File: src/rtl/spi_slave_rx_pkg.sv
// Shared definitions for the SPI mode-3 receive slave: FSM encoding and parameter defaults.
package spi_slave_rx_pkg;

  typedef enum logic {
    IDLE  = 1'b0,
    SHIFT = 1'b1
  } rx_state_e;

  localparam int DATA_W_DEF      = 8;
  localparam int SYNC_STAGES_DEF = 2;

endpackage

File: src/rtl/spi_rx_fifo.sv
// First-word-fall-through receive FIFO; pointers carry one extra wrap bit for full/empty.
module spi_rx_fifo
  import spi_slave_rx_pkg::*;
#(
  parameter int DATA_W = DATA_W_DEF,
  parameter int DEPTH  = 4
) (
  input  logic              clk,
  input  logic              rst_n,
  input  logic              push,
  input  logic              pop,
  input  logic [DATA_W-1:0] wdata,
  output logic              full,
  output logic              empty,
  output logic [DATA_W-1:0] rdata
);

  localparam int AW = $clog2(DEPTH);

  logic [DATA_W-1:0] mem_q [DEPTH];
  logic [AW:0]       wr_ptr_q, rd_ptr_q;

  assign empty = (wr_ptr_q == rd_ptr_q);
  assign full  = (wr_ptr_q[AW] != rd_ptr_q[AW]) && (wr_ptr_q[AW-1:0] == rd_ptr_q[AW-1:0]);
  assign rdata = mem_q[rd_ptr_q[AW-1:0]];

  // Caller only pushes a full FIFO when it pops in the same cycle.
  always_ff @(posedge clk or negedge rst_n) begin
    if (!rst_n) begin
      wr_ptr_q <= '0;
      rd_ptr_q <= '0;
      for (int i = 0; i < DEPTH; i++) mem_q[i] <= '0;
    end else begin
      if (push) begin
        mem_q[wr_ptr_q[AW-1:0]] <= wdata;
        wr_ptr_q                <= wr_ptr_q + 1'b1;
      end
      if (pop && !empty) rd_ptr_q <= rd_ptr_q + 1'b1;
    end
  end

endmodule

File: src/rtl/spi_slave_rx.sv
// SPI mode-3 receive-only slave with synchronized inputs and a valid/ready output stage.
// Define SPI_RX_FIFO_EN to replace the single output register with a spi_rx_fifo buffer.
module spi_slave_rx
  import spi_slave_rx_pkg::*;
#(
  parameter int DATA_W      = DATA_W_DEF,
  parameter int SYNC_STAGES = SYNC_STAGES_DEF,
  parameter int FIFO_DEPTH  = 4
) (
  input  logic              clk,
  input  logic              rst_n,
  input  logic              sclk,
  input  logic              mosi,
  input  logic              ss_n,
  output logic [DATA_W-1:0] rx_data,
  output logic              rx_valid,
  input  logic              rx_ready,
  output logic              overrun,
  output logic              frame_err
);

  localparam int                CNT_W    = $clog2(DATA_W);
  localparam logic [CNT_W-1:0] CNT_LAST = CNT_W'(DATA_W - 1);

  if (SYNC_STAGES < 2) begin : g_bad_sync
    $error("SYNC_STAGES must be at least 2");
  end
  if (FIFO_DEPTH < 2 || (FIFO_DEPTH & (FIFO_DEPTH - 1)) != 0) begin : g_bad_depth
    $error("FIFO_DEPTH must be a power of two, at least 2");
  end

  logic [SYNC_STAGES-1:0] sclk_sync_q, mosi_sync_q, ss_sync_q;
  logic                   sclk_prev_q;
  logic                   sclk_s, mosi_s, ss_s, sclk_rise;

  assign sclk_s    = sclk_sync_q[SYNC_STAGES-1];
  assign mosi_s    = mosi_sync_q[SYNC_STAGES-1];
  assign ss_s      = ss_sync_q[SYNC_STAGES-1];
  assign sclk_rise = ~sclk_prev_q & sclk_s;

  always_ff @(posedge clk or negedge rst_n) begin
    if (!rst_n) begin
      sclk_sync_q <= '1;
      ss_sync_q   <= '1;
      mosi_sync_q <= '0;
      sclk_prev_q <= 1'b1;
    end else begin
      sclk_sync_q <= {sclk_sync_q[SYNC_STAGES-2:0], sclk};
      ss_sync_q   <= {ss_sync_q[SYNC_STAGES-2:0], ss_n};
      mosi_sync_q <= {mosi_sync_q[SYNC_STAGES-2:0], mosi};
      sclk_prev_q <= sclk_s;
    end
  end

  rx_state_e         state_q;
  logic [CNT_W-1:0]  cnt_q;
  logic [DATA_W-1:0] shift_q, byte_q;
  logic              done_q, frame_err_q, overrun_q;

  // Deselect is tested before the sclk edge so a coincident edge is dropped.
  always_ff @(posedge clk or negedge rst_n) begin
    if (!rst_n) begin
      state_q     <= IDLE;
      cnt_q       <= '0;
      shift_q     <= '0;
      byte_q      <= '0;
      done_q      <= 1'b0;
      frame_err_q <= 1'b0;
    end else begin
      done_q      <= 1'b0;
      frame_err_q <= 1'b0;
      case (state_q)
        IDLE: begin
          cnt_q   <= '0;
          shift_q <= '0;
          if (!ss_s) state_q <= SHIFT;
        end
        SHIFT: begin
          if (ss_s) begin
            state_q     <= IDLE;
            cnt_q       <= '0;
            shift_q     <= '0;
            frame_err_q <= (cnt_q != '0);
          end else if (sclk_rise) begin
            shift_q <= {shift_q[DATA_W-2:0], mosi_s};
            if (cnt_q == CNT_LAST) begin
              cnt_q  <= '0;
              byte_q <= {shift_q[DATA_W-2:0], mosi_s};
              done_q <= 1'b1;
            end else begin
              cnt_q <= cnt_q + 1'b1;
            end
          end
        end
        default: state_q <= IDLE;
      endcase
    end
  end

`ifdef SPI_RX_FIFO_EN
  logic fifo_full, fifo_empty, fifo_push, fifo_pop;

  assign fifo_pop  = ~fifo_empty & rx_ready;
  assign fifo_push = done_q & (~fifo_full | fifo_pop);

  spi_rx_fifo #(
    .DATA_W (DATA_W),
    .DEPTH  (FIFO_DEPTH)
  ) u_fifo (
    .clk   (clk),
    .rst_n (rst_n),
    .push  (fifo_push),
    .pop   (fifo_pop),
    .wdata (byte_q),
    .full  (fifo_full),
    .empty (fifo_empty),
    .rdata (rx_data)
  );

  assign rx_valid = ~fifo_empty;

  always_ff @(posedge clk or negedge rst_n) begin
    if (!rst_n) overrun_q <= 1'b0;
    else        overrun_q <= done_q & fifo_full & ~fifo_pop;
  end
`else
  logic [DATA_W-1:0] data_q, data_d;
  logic              valid_q, valid_d;

  // A completing byte may replace the held one only when it is being accepted.
  always_comb begin
    data_d  = data_q;
    valid_d = valid_q;
    if (valid_q && rx_ready) valid_d = 1'b0;
    if (done_q && (!valid_q || rx_ready)) begin
      data_d  = byte_q;
      valid_d = 1'b1;
    end
  end

  always_ff @(posedge clk or negedge rst_n) begin
    if (!rst_n) begin
      data_q    <= '0;
      valid_q   <= 1'b0;
      overrun_q <= 1'b0;
    end else begin
      data_q    <= data_d;
      valid_q   <= valid_d;
      overrun_q <= done_q & valid_q & ~rx_ready;
    end
  end

  assign rx_data  = data_q;
  assign rx_valid = valid_q;
`endif

  assign overrun   = overrun_q;
  assign frame_err = frame_err_q;

endmodule
File: config.mk
export PLATFORM = sky130hd
export DESIGN_NAME = spi_slave_rx
export DESIGN_NICKNAME = d
export VERILOG_FILES = /design/src/rtl/spi_slave_rx_pkg.sv /design/src/rtl/spi_rx_fifo.sv /design/src/rtl/spi_slave_rx.sv
export SDC_FILE = /design/constraint.sdc
export NUM_CORES = 1
export LEC_CHECK = 0
export CAP_MARGIN = 40
export CORE_ASPECT_RATIO = 0.75
export CORE_UTILIZATION = 55
export CTS_BUF_LIST = sky130_fd_sc_hd__clkbuf_8
export CTS_CLUSTER_SIZE = 30
export DETAILED_ROUTE_END_ITERATION = 12
export PLACE_DENSITY = 0.75
export SYNTH_ARGS = -nofsm -noshare
export SYNTH_HDL_FRONTEND = slang
export SYNTH_SLANG_ARGS = --single-unit
File: constraint.sdc
create_clock -name clk -period 2.3 [get_ports clk]
set_input_delay 0.46 -clock clk [delete_from_list [all_inputs] [get_ports clk]]
set_output_delay 0.46 -clock clk [all_outputs]
set_load 0.02 [all_outputs]
# == Yosys cells after proc, flatten, opt, wreduce, memory -nomap -nowiden ==
# Index checks and enable logic that the tools add are counted.
# classes
n_eq_ne,2
mux,16
n_reduce_logical,7
bitwise,7
n_addsub,1
# op_table
operator,count
7-bit two-way mux,2
7-bit one-hot mux with 2 select lines,1
1-bit two-way mux,9
3-bit two-way mux,3
3-bit one-hot mux with 2 select lines,1
1-bit NOT,4
4-bit AND reduction,1
3-bit by 1-bit adder with 3-bit output (second input constant),1
1-bit AND,3
3-bit equality test (second input constant),1
3-bit != test (second input constant),1
3-bit nonzero test,1
1-bit logical AND,2
2-bit nonzero test,1
1-bit logical NOT,1
1-bit logical OR,1
# word_totals
out_inout_bits,11
reg_bits,38
word_cells,46
inputBits,6

# == Logic depth before layout (Yosys ltp) ==
# Gate-level depths: netlist of run 1.
# depth
ltp_word,5
depth_mapped,4
ltp_nobuf,4

# == Least setup slack after synthesis of run 1 ==
# OpenSTA, ideal clock, no wires.
# synth_timing
kind,register -> register
startpoint,register cnt_q[0]
endpoint,register byte_q[0]
period_less_slack_ns,1.383
path_buffers,0
slack_ns,0.917
stages_incl_launch_ff,5
setup_time_ns,0.125
required_time_ns,2.175
arrival_ns,1.258
cell_sequence,dfrtp_1 > ha_1 > ha_1 > nand2_2 > mux2_2
# synth_between
elab_chain_cells,2
# synth_rtl
item,line_no,rtl
"start, declared",spi_slave_rx.sv:56,logic [CNT_W-1:0] cnt_q;
"start signal, assigned",spi_slave_rx.sv:91,cnt_q <= cnt_q + 1'b1;
3-bit equality test,spi_slave_rx.sv:86,if (cnt_q == CNT_LAST) begin
4-bit AND reduction (no source line),n/a,
"end signal, assigned",spi_slave_rx.sv:88,"byte_q <= {shift_q[DATA_W-2:0], mosi_s};"
"end, declared",spi_slave_rx.sv:57,"logic [DATA_W-1:0] shift_q, byte_q;"
# No other way between the ends.
# A chain may end at the register's enable or synchronous reset.

# == Final worst setup path of run 1 ==
# layout_timing
startpoint,register valid_q (netlist: rx_valid)
endpoint,output port rx_valid
# layout_lines
item,line_no,rtl
"start, declared",spi_slave_rx.sv:128,"logic valid_q, valid_d;"
"start signal, assigned",spi_slave_rx.sv:148,valid_q <= valid_d;
"end, declared",spi_slave_rx.sv:16,"output logic rx_valid,"
# No word-level cell between the ends.

==> metrics.md, run 1 <==
| Metric | Value |
|---|---|
| Status | finished clean |
| Number of standard cells after synthesis | 86 |
| Antenna violations before repair | 0 |
| CP Cell Sequence | clkdlybuf4s50_1 |
| Number of remaining DRC errors | 0 |
| Max Fanout on Critical Path | 2 |
| Die Span X | just under 60 µm |
| Leakage power of the design | 0.8289 nW |
| Hold buffer count at cts | 0 |
| Area fraction of the dominant cell type after synthesis | just over 60% |
| Worst-case clock skew | about 0.0077 ns |
| Post-Synthesis Net Count | 95 |
| Largest net degree at the start of global routing | 39 |
| Clock power share | between 30% and 40% |
| Antenna Diode Count | 0 |
| Deepest clock path buffer count | 2 |
| P_sw | 0.2275 mW |
| Number of endpoints failing setup at the final stage | 0 |
| Clock-pin slew of the registers on the worst-case setup and hold paths | 0.06 ns |
| Number of gates resized after cts | 0 |
| Port bufs | 16 |
| Max_cap viols | 0 |
| Synth area leader | dfrtp_1 |
| Number of vias per cell after detailed routing | between 5 and 6 |
| Tightest slew margin relative to the limit | 70.20% |
| Critical path type | reg -> out |
| Fill cell instance count of the final layout | around 170 |
| Die Area | 2675 µm² |
| Final estimated routing congestion in global placement | ~0.67 |
| Final routed wire length divided by cell count | roughly 14 µm |
| Core footprint | about 2300 µm² |
| Post-route clock period utilization | about three quarters |
| Grt total ovfl | 0 |
| CTS Root Buffer Type | clkbuf_8 |
| Placed Area | 1567 µm² |
| Number of nets with antenna violations after routing | 0 |
| Final number of hold-violating endpoints | 0 |
| Worst Setup Start Kind | flop |
| H-tree Lvls | 2 |
| Sort of element at the end of the critical path | output port |
| Overall routed net length | 2059 µm |
| Netlist area before placement | 1359 µm² |
| Critical path buffer and inverter count | 1 |
| Hold path cells | 0 |
| FF-to-FF path depth | 4 |
| Die outline height | between 40 and 50 µm |
| Number of vias after detailed routing | roughly 740 |
| Mean cell area of the mapped netlist | about 16 µm² |
| Number of nets at the end of the flow | ~120 |
| Count of synthesis-stage warnings from yosys | 0 |
| Data arrival, critical path | about 1.3 ns |
| VDD IR-drop max | slightly above 0.0005 V |
| Period minus WS final | approximately 1.7 ns |
| Sequential fraction of the synthesis area | a little over two thirds |
| Max stage delay on crit path | 0.61 ns |
| Classification of the worst-slack hold path | reg -> reg |
| Total negative setup slack | 0 ns |
| Top-level I/O count | 17 |
| Unrepaired setup endpoints after global routing | no |
| Slew Viols, Final | 0 |
| Least-Margin Pin Slew | about 0.45 ns |
| Post-synthesis sequential element count | 38 |
| Net Sw Frac | 19.67% |
| Peak Freq | 583.9 MHz |
| Power after layout | ~1.2 mW |
| Length of the first detailed-routing pass in iterations | 4 |
| Final non-filler cell area | approximately 1700 µm² |
| Total number of cells along the worst setup path | 1 |
| Area growth, synth to finish | 21.92% |
| CP max stage cell | clkdlybuf4s50_1 |
| Required time of the critical path | 1.84 ns |
| Internal cell power | ~0.93 mW |
| Pwr/cell area | approximately 700 nW/µm² |
| Share of cells above drive strength 1 | 28.18% |
| Largest cells by area after synthesis | dfrtp_1, mux2_2, dfstp_2 |
| Row Count | 15 |
| Clock sink total | 38 |
| Initial cell density of the core | 58.86% |
| Combinational cell fraction of total power | under 10% |
| Unique masters post-synth | 14 |
| Initial DRC count | 17 |
| GRT Total Usage | a little under a fifth |
| Post-CTS setup buffer count | 0 |
| Largest delay share family, worst path | buffers and inverters |
| Estimated wirelength of the detail-placed design | around 1400 µm |
| CTS Buf Count | 5 |
| First-pass GRT wire length | ~3300 µm |
| Source-to-sink clock delay at the later pin of the worst-skew pair | 0.28 ns |
| Number of global-route vias before repair | between 700 and 800 |
| TritonCTS clock tree | yes |
| Seq pwr share | about three fifths |
## Yosys cell counts (all sizes together)
master and instances:
buf 2, ha 3, a21oi 1, dfrtp 33, nand2b 2, and3 1, nand2 4, mux2 16
a22o 10, dfstp 5, nor2 2, and4bb 1, inv 6
## registers in the layout, indices dropped and copies added, names as in the netlist, 2 cells and up
signal       flops
byte_q           8
rx_data          8
cnt_q            3
mosi_sync_q      2
ss_sync_q        2
sclk_sync_q      2
shift_q          7
## through the flow
step | setup WS, ns | util, % | instances | hold WS [ns]
2_1_floorplan | 0.9172 | - | 86 | 0.1644
3_3_place_gp | 0.6099 | 67.86 | 136 | 0.3314
3_5_place_dp | 0.5687 | 67.86 | 136 | 0.3473
4_1_cts | 0.5885 | 71.76 | 144 | 0.3563
5_1_grt | 0.5504 | 71.76 | 144 | 0.3576
6_report | 0.5873 | 71.76 | 144 | 0.3549
## final timing paths
path,slack [ns],endpoint,from
worst max-delay path,0.59,rx_valid,rx_valid
worst min-delay path,0.35,sclk_sync_q[1],sclk_sync_q[0]
worst max register to register,0.75,byte_q[2],cnt_q[0]
worst min register to register,0.35,sclk_sync_q[1],sclk_sync_q[0]
max in group asynchronous,1.35,ss_sync_q[0],rst_n
min in group asynchronous,0.59,byte_q[5],rst_n
## per-layer routing
metal | wire (µm) | up-vias | GRT usage (%)
met5 | 0 | - | 0
met3 | 80 | 5 | 6.877
li1 | - | 342 | -
met1 | 990 | 374 | 23.18
met4 | 51 | 0 | 11.43
met2 | 937 | 16 | 28.76
## power by group through the flow
stage | Clock (mW) | Sequential (mW) | Combinational (mW)
final | 0.439 | 0.685 | 0.0326
after global routing | 0.480 | 0.685 | 0.0373
after CTS | 0.452 | 0.685 | 0.0341
after detailed placement | 0 | 0.697 | 0.0340
after global placement | 0 | 0.696 | 0.0331
after floorplan | 0 | 0.696 | 0.00912
## cells in the final DEF (no fill, tap or decap), types with 3 or more instances in the layout
cell	count
dfrtp_1	33
mux2_2	16
clkdlybuf4s50_1	16
a22o_1	10
inv_1	8
clkbuf_8	6
dfstp_2	5
ha_1	3
## cell type report
type | instances | area, µm² | area share (%)
clock buffers | 6 | 82.58 | 4.985
clock inverters | 2 | 7.507 | 0.4532
inverters | 6 | 22.52 | 1.360
multi-input cells | 40 | 369.1 | 22.28
flip-flops and latches | 38 | 957.2 | 57.78
well taps | 34 | 42.54 | 2.568
repair buffers | 18 | 175.2 | 10.57
## logic make-up (layout without fill, tap and decap cells)
kind of cell,Yosys count,count (layout),share of synthesized area (%)
muxes,16,16,13.26
adders and majority gates,3,3,2.763
DFF,38,38,70.44
AOI/OAI and AO/OA,11,11,6.813
buffers and inverters,8,32,2.394
and+or+nand+nor,10,10,4.328
No activity file was read; power rests on OpenSTA's default activity.
==> run 2: changes to the inputs <==
==> constraint.sdc (replaced) <==
create_clock -name clk -period 1.7 [get_ports clk]
set_input_delay 0.34 -clock clk [delete_from_list [all_inputs] [get_ports clk]]
set_output_delay 0.34 -clock clk [all_outputs]
set_load 0.02 [all_outputs]
==> run 2 against run 1 <==
Effect of this change:
- global-route usage rose by 1.7 points
- final cell count did not move
- combinational power rose by 49%
- power rose by 32%
- die area did not move
- first-iteration DRC count rose by 12%
- critical endpoint unchanged
- largest power group unchanged
- hold slack got worse by 0.0030 ns
- critical path depth did not move
- clock power rose by 25%
- clock-buffer cell count fell by 1
==> metrics.md, run 2 (synthesized netlist as in run 1, its figures left out) <==
| Metric | Value |
|---|---|
| Status | finished clean (unchanged) |
| Number of vias per cell after detailed routing | 5.250 (was 5.118) |
| Total negative setup slack | 0 ns (unchanged) |
| Hold path cells | 0 (unchanged) |
| Number of nets at the end of the flow | 118 (unchanged) |
| Final number of hold-violating endpoints | 0 (unchanged) |
| Max Fanout on Critical Path | 2 (unchanged) |
| Post-CTS setup buffer count | 0 (unchanged) |
| Clock sink total | 38 (unchanged) |
| CTS Buf Count | 5 (unchanged) |
| Max_cap viols | 0 (unchanged) |
| GRT Total Usage | 20.50% (was 18.82%) |
| M1 WL | 937 µm (was 990 µm) |
| Clock-pin slew of the registers on the worst-case setup and hold paths | 0.07 ns (was 0.06 ns) |
| Detailed route wirelength on metal2 | 1087 µm (was 937 µm) |
| Period minus WS final | ~1.6 ns |
| Unrepaired setup endpoints after global routing | no (unchanged) |
| Number of nets with antenna violations after routing | 0 (unchanged) |
| Tightest slew margin relative to the limit | 74.75% (was 70.20%) |
| Total number of cells along the worst setup path | 1 (unchanged) |
| VDD IR-drop max | 0.0005784 V (was 0.0005189 V) |
| Post-route clock period utilization | 94.00% |
| Power after layout | 1.526 mW (was 1.156 mW) |
| Die outline height | 45.05 µm (unchanged) |
| Sort of element at the end of the critical path | output port (unchanged) |
| Number of gates resized after cts | 0 (unchanged) |
| Classification of the worst-slack hold path | reg -> reg (unchanged) |
| Die Area | 2675 µm² (unchanged) |
| Detail Route met3 WL | 128 µm (was 80 µm) |
| Commonest non-fill, non-tap cell in the layout | dfrtp_1 (unchanged) |
| Pwr/cell area | 919.5 nW/µm² (was 698.0 nW/µm²) |
| Initial cell density of the core | 58.86% (unchanged) |
| Core footprint | 2308 µm² (unchanged) |
| Cell Count, Final, Fillers Out | 144 (unchanged) |
| CTS Root Buffer Type | clkbuf_8 (unchanged) |
| Antenna Diode Count | 0 (unchanged) |
| Number of global-route vias before repair | 785 (was 731) |
| Most frequent cells in the layout | dfrtp_1, mux2_2, clkdlybuf4s50_1 (unchanged) |
| Required time of the critical path | 1.36 ns (was 1.84 ns) |
| DR top layer | met4 (unchanged) |
| Port bufs | 16 (unchanged) |
| FF-to-FF path depth | 4 (unchanged) |
| Share of cells above drive strength 1 | 27.27% (was 28.18%) |
| Critical path buffer and inverter count | 1 (unchanged) |
| DP Cell Count | 136 (unchanged) |
| H-tree Lvls | 2 (unchanged) |
| Leakage power of the design | 0.8317 nW (was 0.8289 nW) |
| Hold buffer count at cts | 0 (unchanged) |
| Area growth, synth to finish | 22.10% (was 21.92%) |
| Largest delay share family, worst path | buffers and inverters (unchanged) |
| Number of endpoints failing setup at the final stage | 0 (unchanged) |
| Largest net degree at the start of global routing | 39 (unchanged) |
| CP max stage cell | clkdlybuf4s50_1 (unchanged) |
| Length of the first detailed-routing pass in iterations | 4 (unchanged) |
| Antenna violations before repair | 0 (unchanged) |
| Worst-case clock skew | 0.007955 ns (was 0.007684 ns) |
| Max stage delay on crit path | 0.61 ns (about the same) |
| Data arrival, critical path | 1.26 ns (was 1.25 ns) |
| Worst Setup Start Kind | flop (unchanged) |
| Slew Viols, Final | 0 (unchanged) |
| First-pass GRT wire length | 3608 µm (was 3325 µm) |
| Peak Freq | roughly 630 MHz |
| Initial DRC count | 19 (was 17) |
| Overall routed net length | 2202 µm (was 2059 µm) |
| Deepest clock path buffer count | 2 (unchanged) |
| Final estimated routing congestion in global placement | 0.6672 (was 0.6685) |
| Row Count | 15 (unchanged) |
| Top-level I/O count | 17 (unchanged) |
| Least-Margin Pin Slew | 0.3787 ns (was 0.4469 ns) |
| Number of remaining DRC errors | 0 (unchanged) |
| Estimated wirelength of the detail-placed design | 1504 µm (was 1378 µm) |
| Critical path type | reg -> out (unchanged) |
| Source-to-sink clock delay at the later pin of the worst-skew pair | 0.28 ns (about the same) |
| CP Cell Sequence | clkdlybuf4s50_1 (unchanged) |
| Number of vias after detailed routing | 756 (was 737) |
| Die Span X | 59.40 µm (unchanged) |
| Grt total ovfl | 0 (unchanged) |
| Final routed wire length divided by cell count | 15.29 µm (was 14.30 µm) |
| TritonCTS clock tree | yes (unchanged) |
-- run 2: cell count changes in the layout (fill, tap and decap cells not counted) --
cell | previous run | this run
inv_1 | 8 | 9
clkbuf_8 | 6 | 5
buf_4 | 2 | 1
buf_12 | 0 | 1
-- run 2: report_power, final --
| part | internal (mW) | total (mW) | switching (mW) |
|---|---|---|---|
| Sequential | 0.921 | 0.927 | 0.00683 |
| Clock | 0.273 | 0.549 | 0.277 |
| Combinational | 0.0214 | 0.0487 | 0.0273 |
-- run 2: routing by layer --
metal / vias to the layer above / GRT usage, %
met5: - / 0
met4: 0 / 11.43
met3: 6 / 9.456
met2: 25 / 31.24
met1: 383 / 24.41
li1: 342 / -
-- run 2: area by class of cell --
cell class | count | area [µm²]
flip-flops and latches | 38 | 957.2
multi-input cells | 40 | 369.1
inverters | 6 | 22.52
well taps | 34 | 42.54
repair buffers | 18 | 187.7
clock inverters | 3 | 11.26
clock buffers | 5 | 68.82
fillers | 157 | 649.4
-- run 2: worst paths after layout --
check / startpoint / to / slack [ns]
setup / recovery: rx_valid / rx_valid / 0.10
hold / removal: mosi_sync_q[0] / mosi_sync_q[1] / 0.35
setup reg to reg: cnt_q[0] / byte_q[1] / 0.16
hold reg to reg: mosi_sync_q[0] / mosi_sync_q[1] / 0.35
max in group asynchronous: rst_n / ss_sync_q[0] / 1.01
min in group asynchronous: rst_n / byte_q[5] / 0.43
-- run 2: stage by stage --
step | util, % | hold WS [ns] | setup slack (ns) | instance area [µm²]
CTS | 71.87 | 0.3571 | 0.09438 | 1659
finish | 71.87 | 0.3519 | 0.1019 | 1659
global placement | 68.40 | 0.3320 | 0.1324 | 1579
floorplan | - | 0.04441 | 0.3172 | 1359
detailed placement | 68.40 | 0.3416 | 0.08662 | 1579
global route | 71.87 | 0.3638 | 0.06602 | 1659
==> run 3: changes to the inputs <==
==> constraint.sdc (replaced) <==
create_clock -name clk -period 1.5 [get_ports clk]
set_input_delay 0.3 -clock clk [delete_from_list [all_inputs] [get_ports clk]]
set_output_delay 0.3 -clock clk [all_outputs]
set_load 0.02 [all_outputs]
==> run 3 against run 2 <==
Effect of this change:
- die area did not move
- power up 17%
- via count decreased by 2.0%
- global-route usage is 0.69 points lower
- sequential power rose by 13%
- routed wire length fell by 5.6%
- flip-flop and latch count unchanged
- largest power group unchanged
- highest routed layer unchanged
==> metrics.md, run 3 (synthesized netlist as in run 1, its figures left out) <==
| Metric | Value |
|---|---|
| Number of gates resized after cts | 12 (was 0) |
| CTS Buf Count | 5 (unchanged) |
| Fill cell instance count of the final layout | 153 (was 157) |
| Max Fanout on Critical Path | 9 (was 2) |
| Number of vias per cell after detailed routing | 5.075 (was 5.250) |
| Initial cell density of the core | 58.86% (unchanged) |
| Footprint of the multi-input gates | 374.1 µm² (was 369.1 µm²) |
| Antenna Diode Count | 0 (unchanged) |
| VDD IR-drop max | 0.0006501 V (was 0.0005784 V) |
| Post-CTS setup buffer count | 0 (unchanged) |
| Commonest non-fill, non-tap cell in the layout | dfrtp_1 (unchanged) |
| GRT Total Usage | 19.81% (was 20.50%) |
| Final routed wire length divided by cell count | 14.24 µm (was 15.29 µm) |
| Post-route clock period utilization | around 95% |
| Clock sink total | 38 (unchanged) |
| Number of endpoints failing setup at the final stage | 0 (unchanged) |
| Initial DRC count | 8 (was 19) |
| Number of vias after detailed routing | 741 (was 756) |
| Number of global-route vias before repair | 772 (was 785) |
| Tightest slew margin relative to the limit | 74.32% (was 74.75%) |
| Number of nets with antenna violations after routing | 0 (unchanged) |
| Data arrival, critical path | 1.60 ns (was 1.26 ns) |
| Length of the first detailed-routing pass in iterations | 3 (was 4) |
| Final number of hold-violating endpoints | 0 (unchanged) |
| Critical path type | reg -> reg (was reg -> out) |
| Post-Route Hold Slack | 0.3525 ns (was 0.3519 ns) |
| Clock-pin slew of the registers on the worst-case setup and hold paths | 0.07 ns (about the same) |
| Number of nets at the end of the flow | 120 (was 118) |
| Worst Setup Start Kind | flop (unchanged) |
| First-pass GRT wire length | 3463 µm (was 3608 µm) |
| Hold buffer count at cts | 0 (unchanged) |
| Period minus WS final | between 1 and 1.5 ns |
| Power after layout | 1.789 mW (was 1.526 mW) |
| Die Area | 2675 µm² (unchanged) |
| Estimated wirelength of the detail-placed design | 1397 µm (was 1504 µm) |
| Leakage power of the design | 0.9099 nW (was 0.8317 nW) |
| Port bufs | 16 (unchanged) |
| CTS Root Buffer Type | clkbuf_8 (unchanged) |
| Top-level I/O count | 17 (unchanged) |
| Max_cap viols | 0 (unchanged) |
| Least-Margin Pin Slew | 0.3853 ns (was 0.3787 ns) |
| TritonCTS clock tree | yes (unchanged) |
| Pwr/cell area | 1067 nW/µm² (was 919.5 nW/µm²) |
| Final core utilization | 72.63% (was 71.87%) |
| Required time of the critical path | 1.67 ns (was 1.36 ns) |
| Most frequent cells in the layout | dfrtp_1, mux2_2, dlygate4sd2_1 (was dfrtp_1, mux2_2, clkdlybuf4s50_1) |
| Grt total ovfl | 0 (unchanged) |
| FF-to-FF path depth | 4 (unchanged) |
| Origin of the critical flop-to-flop path | cnt_q[0] (unchanged) |
| Source-to-sink clock delay at the later pin of the worst-skew pair | 0.28 ns (about the same) |
| Core footprint | 2308 µm² (unchanged) |
| Overall routed net length | 2079 µm (was 2202 µm) |
| Number of remaining DRC errors | 0 (unchanged) |
| Die Span X | 59.40 µm (unchanged) |
| Share of cells above drive strength 1 | 30.36% (was 27.27%) |
| Worst-case clock skew | 0.006256 ns (was 0.007955 ns) |
| Row Count | 15 (unchanged) |
| Status | finished clean (unchanged) |
| Final estimated routing congestion in global placement | 0.6722 (was 0.6672) |
| Die outline height | 45.05 µm (unchanged) |
| Sequential cell area | 957.2 µm² (unchanged) |
| End of the worst register-to-register path | byte_q[3] (was byte_q[1]) |
| Peak Freq | around 700 MHz |
| Startpoint of the tightest hold check path | mosi_sync_q[0] (unchanged) |
| Area growth, synth to finish | 23.39% (was 22.10%) |
| H-tree Lvls | 2 (unchanged) |
| Slew Viols, Final | 0 (unchanged) |
| Endpoint with the worst hold slack | mosi_sync_q[1] (unchanged) |
| Unrepaired setup endpoints after global routing | no (unchanged) |
| Deepest clock path buffer count | 2 (unchanged) |
| Classification of the worst-slack hold path | reg -> reg (unchanged) |
| Largest net degree at the start of global routing | 39 (unchanged) |
| R2r setup slk | 0.08 ns (was 0.16 ns) |
| Sort of element at the end of the critical path | flop (was output port) |
| Antenna violations before repair | 0 (unchanged) |
| Hold path cells | 0 (unchanged) |
## run 3: changes by cell type in the layout (fill, tap and decap cells not counted), moves of 2 or more
cell             previous run  this run
clkdlybuf4s50_1            16         5
dlygate4sd2_1               0        11
inv_1                       9         7
buf_4                       1         3
## run 3: final cells by class
type	instances	share of cell area, %
clock buffer	6	4.925
multi-input combinational	40	22.31
sequential	38	57.09
clock inverter	2	0.5224
timing repair buffer	20	11.27
tap	34	2.537
inverter	6	1.343
## run 3: critical path, cell delays in order, from the launching register on
cell and delay [ns]:
dfrtp_1 0.39, ha_1 0.20, ha_1 0.22, nand2_4 0.15
mux2_2 0.35
## run 3: how the worst max path moves through the flow
stage | start | endpoint | slack [ns] | depth (start not counted)
after floorplan | cnt_q[0] | byte_q[0] | 0.12 | 4
after global placement | rx_ready | rx_data[1] | -0.008 | 4
final | cnt_q[0] | byte_q[3] | 0.08 | 4
after CTS | cnt_q[0] | byte_q[1] | 0.06 | 4
after global routing | cnt_q[0] | byte_q[1] | 0.03 | 4
after detailed placement | rx_ready | rx_data[1] | -0.05 | 4
## run 3: stage by stage
stage                     setup TNS, ns  instances  area, µm²  setup WS (ns)
final                                 0        146       1677        0.07515
after global routing                  0        146       1677        0.02691
after CTS                             0        146       1677        0.05942
after detailed placement        -0.3789        138       1594       -0.05321
after global placement         -0.04313        138       1594      -0.008148
after floorplan                       0         86       1359         0.1172
## run 3: where the power goes
group	leakage, nW	switching, mW	internal [mW]
clock	0.0524	0.318	0.363
combinational	0.351	0.0320	0.0251
sequential	0.506	0.00705	1.04
total	0.910	0.357	1.43
## run 3: per-layer routing
metal / share of wire (%) / global-route usage, %
met2: 48 / 31.91
met3: 6.0 / 10.03
met1: 43 / 21.88
met4: 2.5 / 10.00
met5: 0 / 0
